$ cat src/rtl/seq_priority_encoder.sv
// Captures a multi-hot vector and emits its set-bit codes lowest-first, one beat each; out_valid follows capture by 1 cycle.
// Beats hold on out_ready low; in_ready stays low until the last beat of the captured vector transfers.
module seq_priority_encoder #(
   parameter int N = 3
) (
   input  logic             clk,
   input  logic             rst,
   input  logic             en,
   input  logic [0:2**N-1]  y,
   input  logic             in_valid,
   output logic             in_ready,
   output logic [N-1:0]     w,
   output logic             out_valid,
   input  logic             out_ready,
   output logic             out_last,
   output logic             out_none
);

   localparam int VW = 2**N;

   typedef enum logic {
      IDLE = 1'b0,
      EMIT = 1'b1
   } state_t;

   state_t          state, state_n;
   logic [VW-1:0]   pend, pend_n;
   logic [N-1:0]    low_idx;
   logic            emit;

   // Scanning from the top down lets the lowest set index win.
   function automatic logic [N-1:0] lowest_set(input logic [VW-1:0] v);
      logic [N-1:0] idx;
      idx = '0;
      for (int i = VW - 1; i >= 0; i--) begin
         if (v[i]) idx = N'(i);
      end
      return idx;
   endfunction

   always_ff @(posedge clk) begin
      if (rst) begin
         state <= IDLE;
         pend  <= '0;
      end else begin
         state <= state_n;
         pend  <= pend_n;
      end
   end

   always_comb begin
      state_n   = state;
      pend_n    = pend;
      emit      = (state == EMIT);
      low_idx   = lowest_set(pend);
      in_ready  = (state == IDLE) && en && !rst;
      out_valid = emit;
      w         = emit ? low_idx : '0;
      out_last  = emit && $onehot0(pend);
      // An empty pending register in EMIT can only come from an all-zero capture.
      out_none  = emit && (pend == '0);

      case (state)
         IDLE: begin
            if (in_valid && in_ready) begin
               for (int i = 0; i < VW; i++) pend_n[i] = y[i];
               state_n = EMIT;
            end
         end
         EMIT: begin
            if (out_ready) begin
               pend_n[low_idx] = 1'b0;
               if (out_last) begin
                  pend_n  = '0;
                  state_n = IDLE;
               end
            end
         end
         default: begin
            state_n = IDLE;
            pend_n  = '0;
         end
      endcase
   end

endmodule
$ cat config.mk
export PLATFORM = sky130hd
export DESIGN_NAME = seq_priority_encoder
export DESIGN_NICKNAME = d
export VERILOG_FILES = /design/src/rtl/seq_priority_encoder.sv
export SDC_FILE = /design/constraint.sdc
export NUM_CORES = 1
export LEC_CHECK = 0
export ABC_AREA = 1
export BUFFER_PORTS_ARGS = -buffer_cell sky130_fd_sc_hd__buf_2
export CAP_MARGIN = 10
export CORE_AREA = 2 2 45 47
export CTS_CLUSTER_SIZE = 24
export DETAILED_ROUTE_END_ITERATION = 16
export DIE_AREA = 0 0 47 49
export PLACE_DENSITY_LB_ADDON = 0.3
export SETUP_SLACK_MARGIN = 0.2
export SYNTH_ARGS = -nofsm -noshare
export SYNTH_HDL_FRONTEND = slang
export SYNTH_SLANG_ARGS = --single-unit
$ cat constraint.sdc
create_clock -name clk -period 2.9 [get_ports clk]
set_input_delay 0.145 -clock clk [delete_from_list [all_inputs] [get_ports clk]]
set_output_delay 0.145 -clock clk [all_outputs]
set_load 0.02 [all_outputs]
==> flow_results.xml <==
<?xml version="1.0" encoding="UTF-8"?>
<metrics>
  <group name="layout">
    <metric name="post-route-util" unit="%">56.1</metric>
    <metric name="final_layout_size_suffix_gt1_share" unit="%">36.6</metric>
    <metric name="multi_input_gate_area" unit="µm²">576</metric>
    <metric name="layout.nets" unit="">168</metric>
    <metric name="area_growth" unit="%">27.5</metric>
    <metric name="fillCellCount" unit="">184</metric>
    <metric name="antenna-diode-count" unit="">0</metric>
    <metric name="final-seq-area" unit="µm²">181</metric>
    <metric name="layout.cell_area.non_filler" unit="µm²">1030</metric>
  </group>
  <group name="setup_path">
    <metric name="worst_path_most_repeated_cell" unit="">sky130_fd_sc_hd__fa_1</metric>
    <metric name="worst_path_max_delay_cell" unit="">sky130_fd_sc_hd__fa_1</metric>
    <metric name="worstReg2RegStart" unit="">pend[0]$_SDFFE_PP0P_</metric>
    <metric name="critical_path_peak_fanout" unit="">2</metric>
    <metric name="ff2ff_path_depth" unit="">13</metric>
    <metric name="crit_chain" unit="">fa_1 &gt; inv_1 &gt; fa_1 &gt; fa_1 &gt; inv_1 &gt; ha_2 &gt; fa_2 &gt; o21ai_4 &gt; nand3_2 &gt; inv_2 &gt; buf_6</metric>
    <metric name="startpoint" unit="">pend[0]$_SDFFE_PP0P_</metric>
    <metric name="critPathMaxStageDelay" unit="ns">0.53</metric>
    <metric name="cp_capture_type" unit="">output port</metric>
    <metric name="cp_data_arrival_time" unit="ns">3.18</metric>
    <metric name="timing_worst_setup_path_type" unit="">reg2out</metric>
    <metric name="r2r_slack" unit="ns">-0.38</metric>
    <metric name="worstSetupStartpointType" unit="">register</metric>
    <metric name="rr_endpoint" unit="">pend[2]$_SDFFE_PP0P_</metric>
    <metric name="worstPathRequired" unit="ns">2.76</metric>
    <metric name="timing.critical_path.to" unit="">out_last</metric>
  </group>
  <group name="sta">
    <metric name="rsz_0062_raised_after_global_routing" unit="">yes</metric>
    <metric name="final-setup-viol-count" unit="">9</metric>
    <metric name="finalClockSkew" unit="ns">0.00154</metric>
    <metric name="max_freq" unit="GHz">0.301</metric>
    <metric name="period_minus_slack" unit="ns">3.32</metric>
    <metric name="timing.final.crit_share" unit="%">115</metric>
    <metric name="worst_slew_pin_slew" unit="ns">0.260</metric>
    <metric name="maxSlewViolCount" unit="">0</metric>
    <metric name="finalHoldViolCount" unit="">0</metric>
    <metric name="setup_slack" unit="ns">-0.423</metric>
    <metric name="slew-limit-headroom" unit="%">82.6</metric>
  </group>
  <group name="synthesis">
    <metric name="post_synth_xor_area_fraction" unit="%">0</metric>
    <metric name="synthMuxAreaShare" unit="%">0</metric>
    <metric name="synth.area.top_cells" unit="">sky130_fd_sc_hd__dfxtp_1 (22%), sky130_fd_sc_hd__nand2_1 (18%), sky130_fd_sc_hd__fa_1 (9.9%)</metric>
    <metric name="synth_sequential_area_ratio" unit="%">22.2</metric>
    <metric name="post_synth.cell_area_avg" unit="µm²">6.87</metric>
    <metric name="synth_cell_type_count" unit="">23</metric>
    <metric name="synth_adder_area_share" unit="%">17.6</metric>
    <metric name="yosys.area.top_type_share" unit="%">22.2</metric>
    <metric name="synth_compound_area_share" unit="%">14.8</metric>
    <metric name="largest_family_of_logic_cells_by_synthesized_area" unit="">simple AND/OR/NAND/NOR gates</metric>
    <metric name="netlist_area" unit="µm²">811</metric>
    <metric name="simple_gate_portion_of_the_synthesized_area" unit="%">34.6</metric>
    <metric name="netlist.top_cell.by_area" unit="">sky130_fd_sc_hd__dfxtp_1</metric>
    <metric name="postSynthRegisterBits" unit="">9</metric>
    <metric name="synth.net_count" unit="">140</metric>
    <metric name="yosysWarnings" unit="">0</metric>
    <metric name="postSynthCellCount" unit="">118</metric>
  </group>
  <group name="pwr">
    <metric name="internal_power" unit="µW">219</metric>
    <metric name="power.net_switching" unit="µW">120</metric>
    <metric name="clockPowerShare" unit="%">31.4</metric>
    <metric name="comb_power_share" unit="%">28.9</metric>
    <metric name="total_leakage_power" unit="nW">0.487</metric>
    <metric name="cellPowerDensity" unit="nW/µm²">328</metric>
    <metric name="pwr-share-seq" unit="%">39.6</metric>
    <metric name="power.switching_fraction" unit="%">35.3</metric>
    <metric name="vdd_drop_max" unit="mV">0.226</metric>
  </group>
  <group name="routing">
    <metric name="detail_route.drc_violations" unit="">0</metric>
    <metric name="first_iter_violations" unit="">13</metric>
    <metric name="postRouteAntennaNets" unit="">0</metric>
    <metric name="vias" unit="">823</metric>
    <metric name="post_drt_via_cell_ratio" unit="">4.78</metric>
    <metric name="postRouteWirelength" unit="µm">1840</metric>
    <metric name="dr.pass1.iters" unit="">4</metric>
    <metric name="detail_route.wl_per_cell" unit="µm">10.7</metric>
  </group>
  <group name="grt">
    <metric name="number_of_global_route_vias_before_repair" unit="">760</metric>
    <metric name="grt_first_pass_wirelength" unit="µm">3110</metric>
    <metric name="grt_start_max_net_pins" unit="">11</metric>
    <metric name="gr-total-overflow" unit="">0</metric>
    <metric name="grt_antenna_before_repair" unit="">0</metric>
    <metric name="grtUsageTotal" unit="%">18.5</metric>
  </group>
  <group name="clocking">
    <metric name="cts_sinks" unit="">9</metric>
    <metric name="cts.htree.levels" unit="">1</metric>
    <metric name="ctsRootBufferMaster" unit="">sky130_fd_sc_hd__clkbuf_4</metric>
    <metric name="hold_fix_buffers_cts" unit="">0</metric>
    <metric name="cts_tree" unit="">yes</metric>
    <metric name="cts_max_path_bufs" unit="">2</metric>
    <metric name="clkSlewWorstSetupHoldPaths" unit="ns">0.07</metric>
    <metric name="clk-insertion-delay-late" unit="ns">0.27</metric>
    <metric name="cts_bufs_inserted" unit="">3</metric>
  </group>
  <group name="flow_run">
    <metric name="cap_viol_max_count" unit="">0</metric>
  </group>
  <group name="floorplan">
    <metric name="design.die.area" unit="µm²">2300</metric>
    <metric name="initial_core_utilization" unit="%">44.0</metric>
    <metric name="core_region_area" unit="µm²">1840</metric>
    <metric name="die_height" unit="µm">49</metric>
    <metric name="rows" unit="">16</metric>
    <metric name="die_width" unit="µm">47</metric>
    <metric name="ioPinCount" unit="">20</metric>
  </group>
  <group name="worst_hold_path">
    <metric name="worstHoldPathCells" unit="">3</metric>
    <metric name="hp-class" unit="">in2reg</metric>
  </group>
  <group name="placed_design">
    <metric name="port_buffers" unit="">19</metric>
    <metric name="gpl.final_weighted_congestion" unit="">0.866</metric>
    <metric name="placedInstanceArea" unit="µm²">958</metric>
    <metric name="detailed_place_hpwl" unit="µm">1450</metric>
  </group>
  <group name="run_status">
    <metric name="failed_checks" unit="">setup timing</metric>
    <metric name="outcome" unit="">finished, violations left</metric>
  </group>
</metrics>
metal layers:
layer / GRT usage (%) / wire (µm) / up-vias
met5: 0 / 0 / -
met4: 5.56 / 38 / 0
met3: 2.59 / 68 / 6
met2: 32.0 / 915 / 18
met1: 22.7 / 820 / 382
li1: - / - / 417
registers in the layout (all words and copies together), names as in the netlist:
| name | flops |
|---|---|
| pend | 8 |
| out_valid | 1 |
synth_stat cells:
library cell	instances
sky130_fd_sc_hd__a21oi_1	4
sky130_fd_sc_hd__a21oi_2	5
sky130_fd_sc_hd__a21oi_4	1
sky130_fd_sc_hd__a31oi_1	1
sky130_fd_sc_hd__clkbuf_8	1
sky130_fd_sc_hd__clkinv_1	1
sky130_fd_sc_hd__dfxtp_1	9
sky130_fd_sc_hd__fa_1	4
sky130_fd_sc_hd__ha_1	5
sky130_fd_sc_hd__inv_1	16
sky130_fd_sc_hd__inv_2	1
sky130_fd_sc_hd__inv_4	1
sky130_fd_sc_hd__nand2_1	39
sky130_fd_sc_hd__nand2_2	4
sky130_fd_sc_hd__nand2_4	1
sky130_fd_sc_hd__nand3_1	7
sky130_fd_sc_hd__nand4_1	1
sky130_fd_sc_hd__nor2_1	10
sky130_fd_sc_hd__nor2_2	2
sky130_fd_sc_hd__o21ai_0	2
sky130_fd_sc_hd__o21ai_4	1
sky130_fd_sc_hd__o21bai_1	1
sky130_fd_sc_hd__or2_1	1
layout make-up:
type / count / area share, %
sequential: 9 / 17.6
clock buffer: 4 / 2.54
multi-input combinational: 89 / 55.7
tap: 27 / 3.27
timing repair buffer: 24 / 13.8
inverter: 19 / 7.14
power by group through the flow:
stage                     registers [mW]  clock network (mW)  logic [mW]
after floorplan                    0.137                   0      0.0671
after global placement             0.137                   0      0.0913
after detailed placement           0.137                   0      0.0948
after CTS                          0.134               0.103      0.0974
after global routing               0.135               0.114       0.110
final                              0.134               0.106      0.0981
worst min path at each step:
stage / start / end / slack [ns]
after floorplan: y[5] / pend[5]$_SDFFE_PP0P_ / 0.29
after global placement: y[7] / pend[7]$_SDFFE_PP0P_ / 0.40
after detailed placement: y[7] / pend[7]$_SDFFE_PP0P_ / 0.40
after CTS: y[7] / pend[7]$_SDFFE_PP0P_ / 0.13
after global routing: y[4] / pend[4]$_SDFFE_PP0P_ / 0.13
final: y[5] / pend[5]$_SDFFE_PP0P_ / 0.12
through the flow:
stage          power (mW)  TNS (ns)  std cells  hold WS [ns]  setup slack (ns)
2_1_floorplan       0.204     -1.27        118         0.293            -0.174
3_3_place_gp        0.228     -1.99        166         0.400            -0.248
3_5_place_dp        0.232     -2.42        166         0.403            -0.317
4_1_cts             0.335     -2.85        171         0.127            -0.425
5_1_grt             0.359     -4.12        172         0.131            -0.523
6_report            0.339     -3.00        172         0.119            -0.423
repair_timing:
action                                  CTS  global route
gates resized for setup                   5             3
pin swaps                                 5             3
endpoints found under the setup margin    9             9
setup buffers                             1             1
worst max-delay path, delay by kind of cell (launching register included):
| family | cells | cell delay [ns] |
|---|---|---|
| AOI/OAI and AO/OA | 1 | 0.19 |
| adders and majority gates | 5 | 2.01 |
| buffers and inverters | 4 | 0.25 |
| DFF | 1 | 0.33 |
| and+or+nand+nor | 1 | 0.11 |
placed cells by master (no fill, tap or decap), drive strengths merged, types with 4 or more instances in the layout:
master,instances
a21oi,10
buf,24
clkbuf,4
dfxtp,9
fa,4
ha,5
inv,18
nand2,44
nand3,7
nor2,12
cell families after synthesis:
family                     Yosys count
AOI/OAI and AO/OA                   15
adders and majority gates            9
buffers and inverters               20
DFF                                  9
and+or+nand+nor                     65
Power figures use the tool's default switching activity.
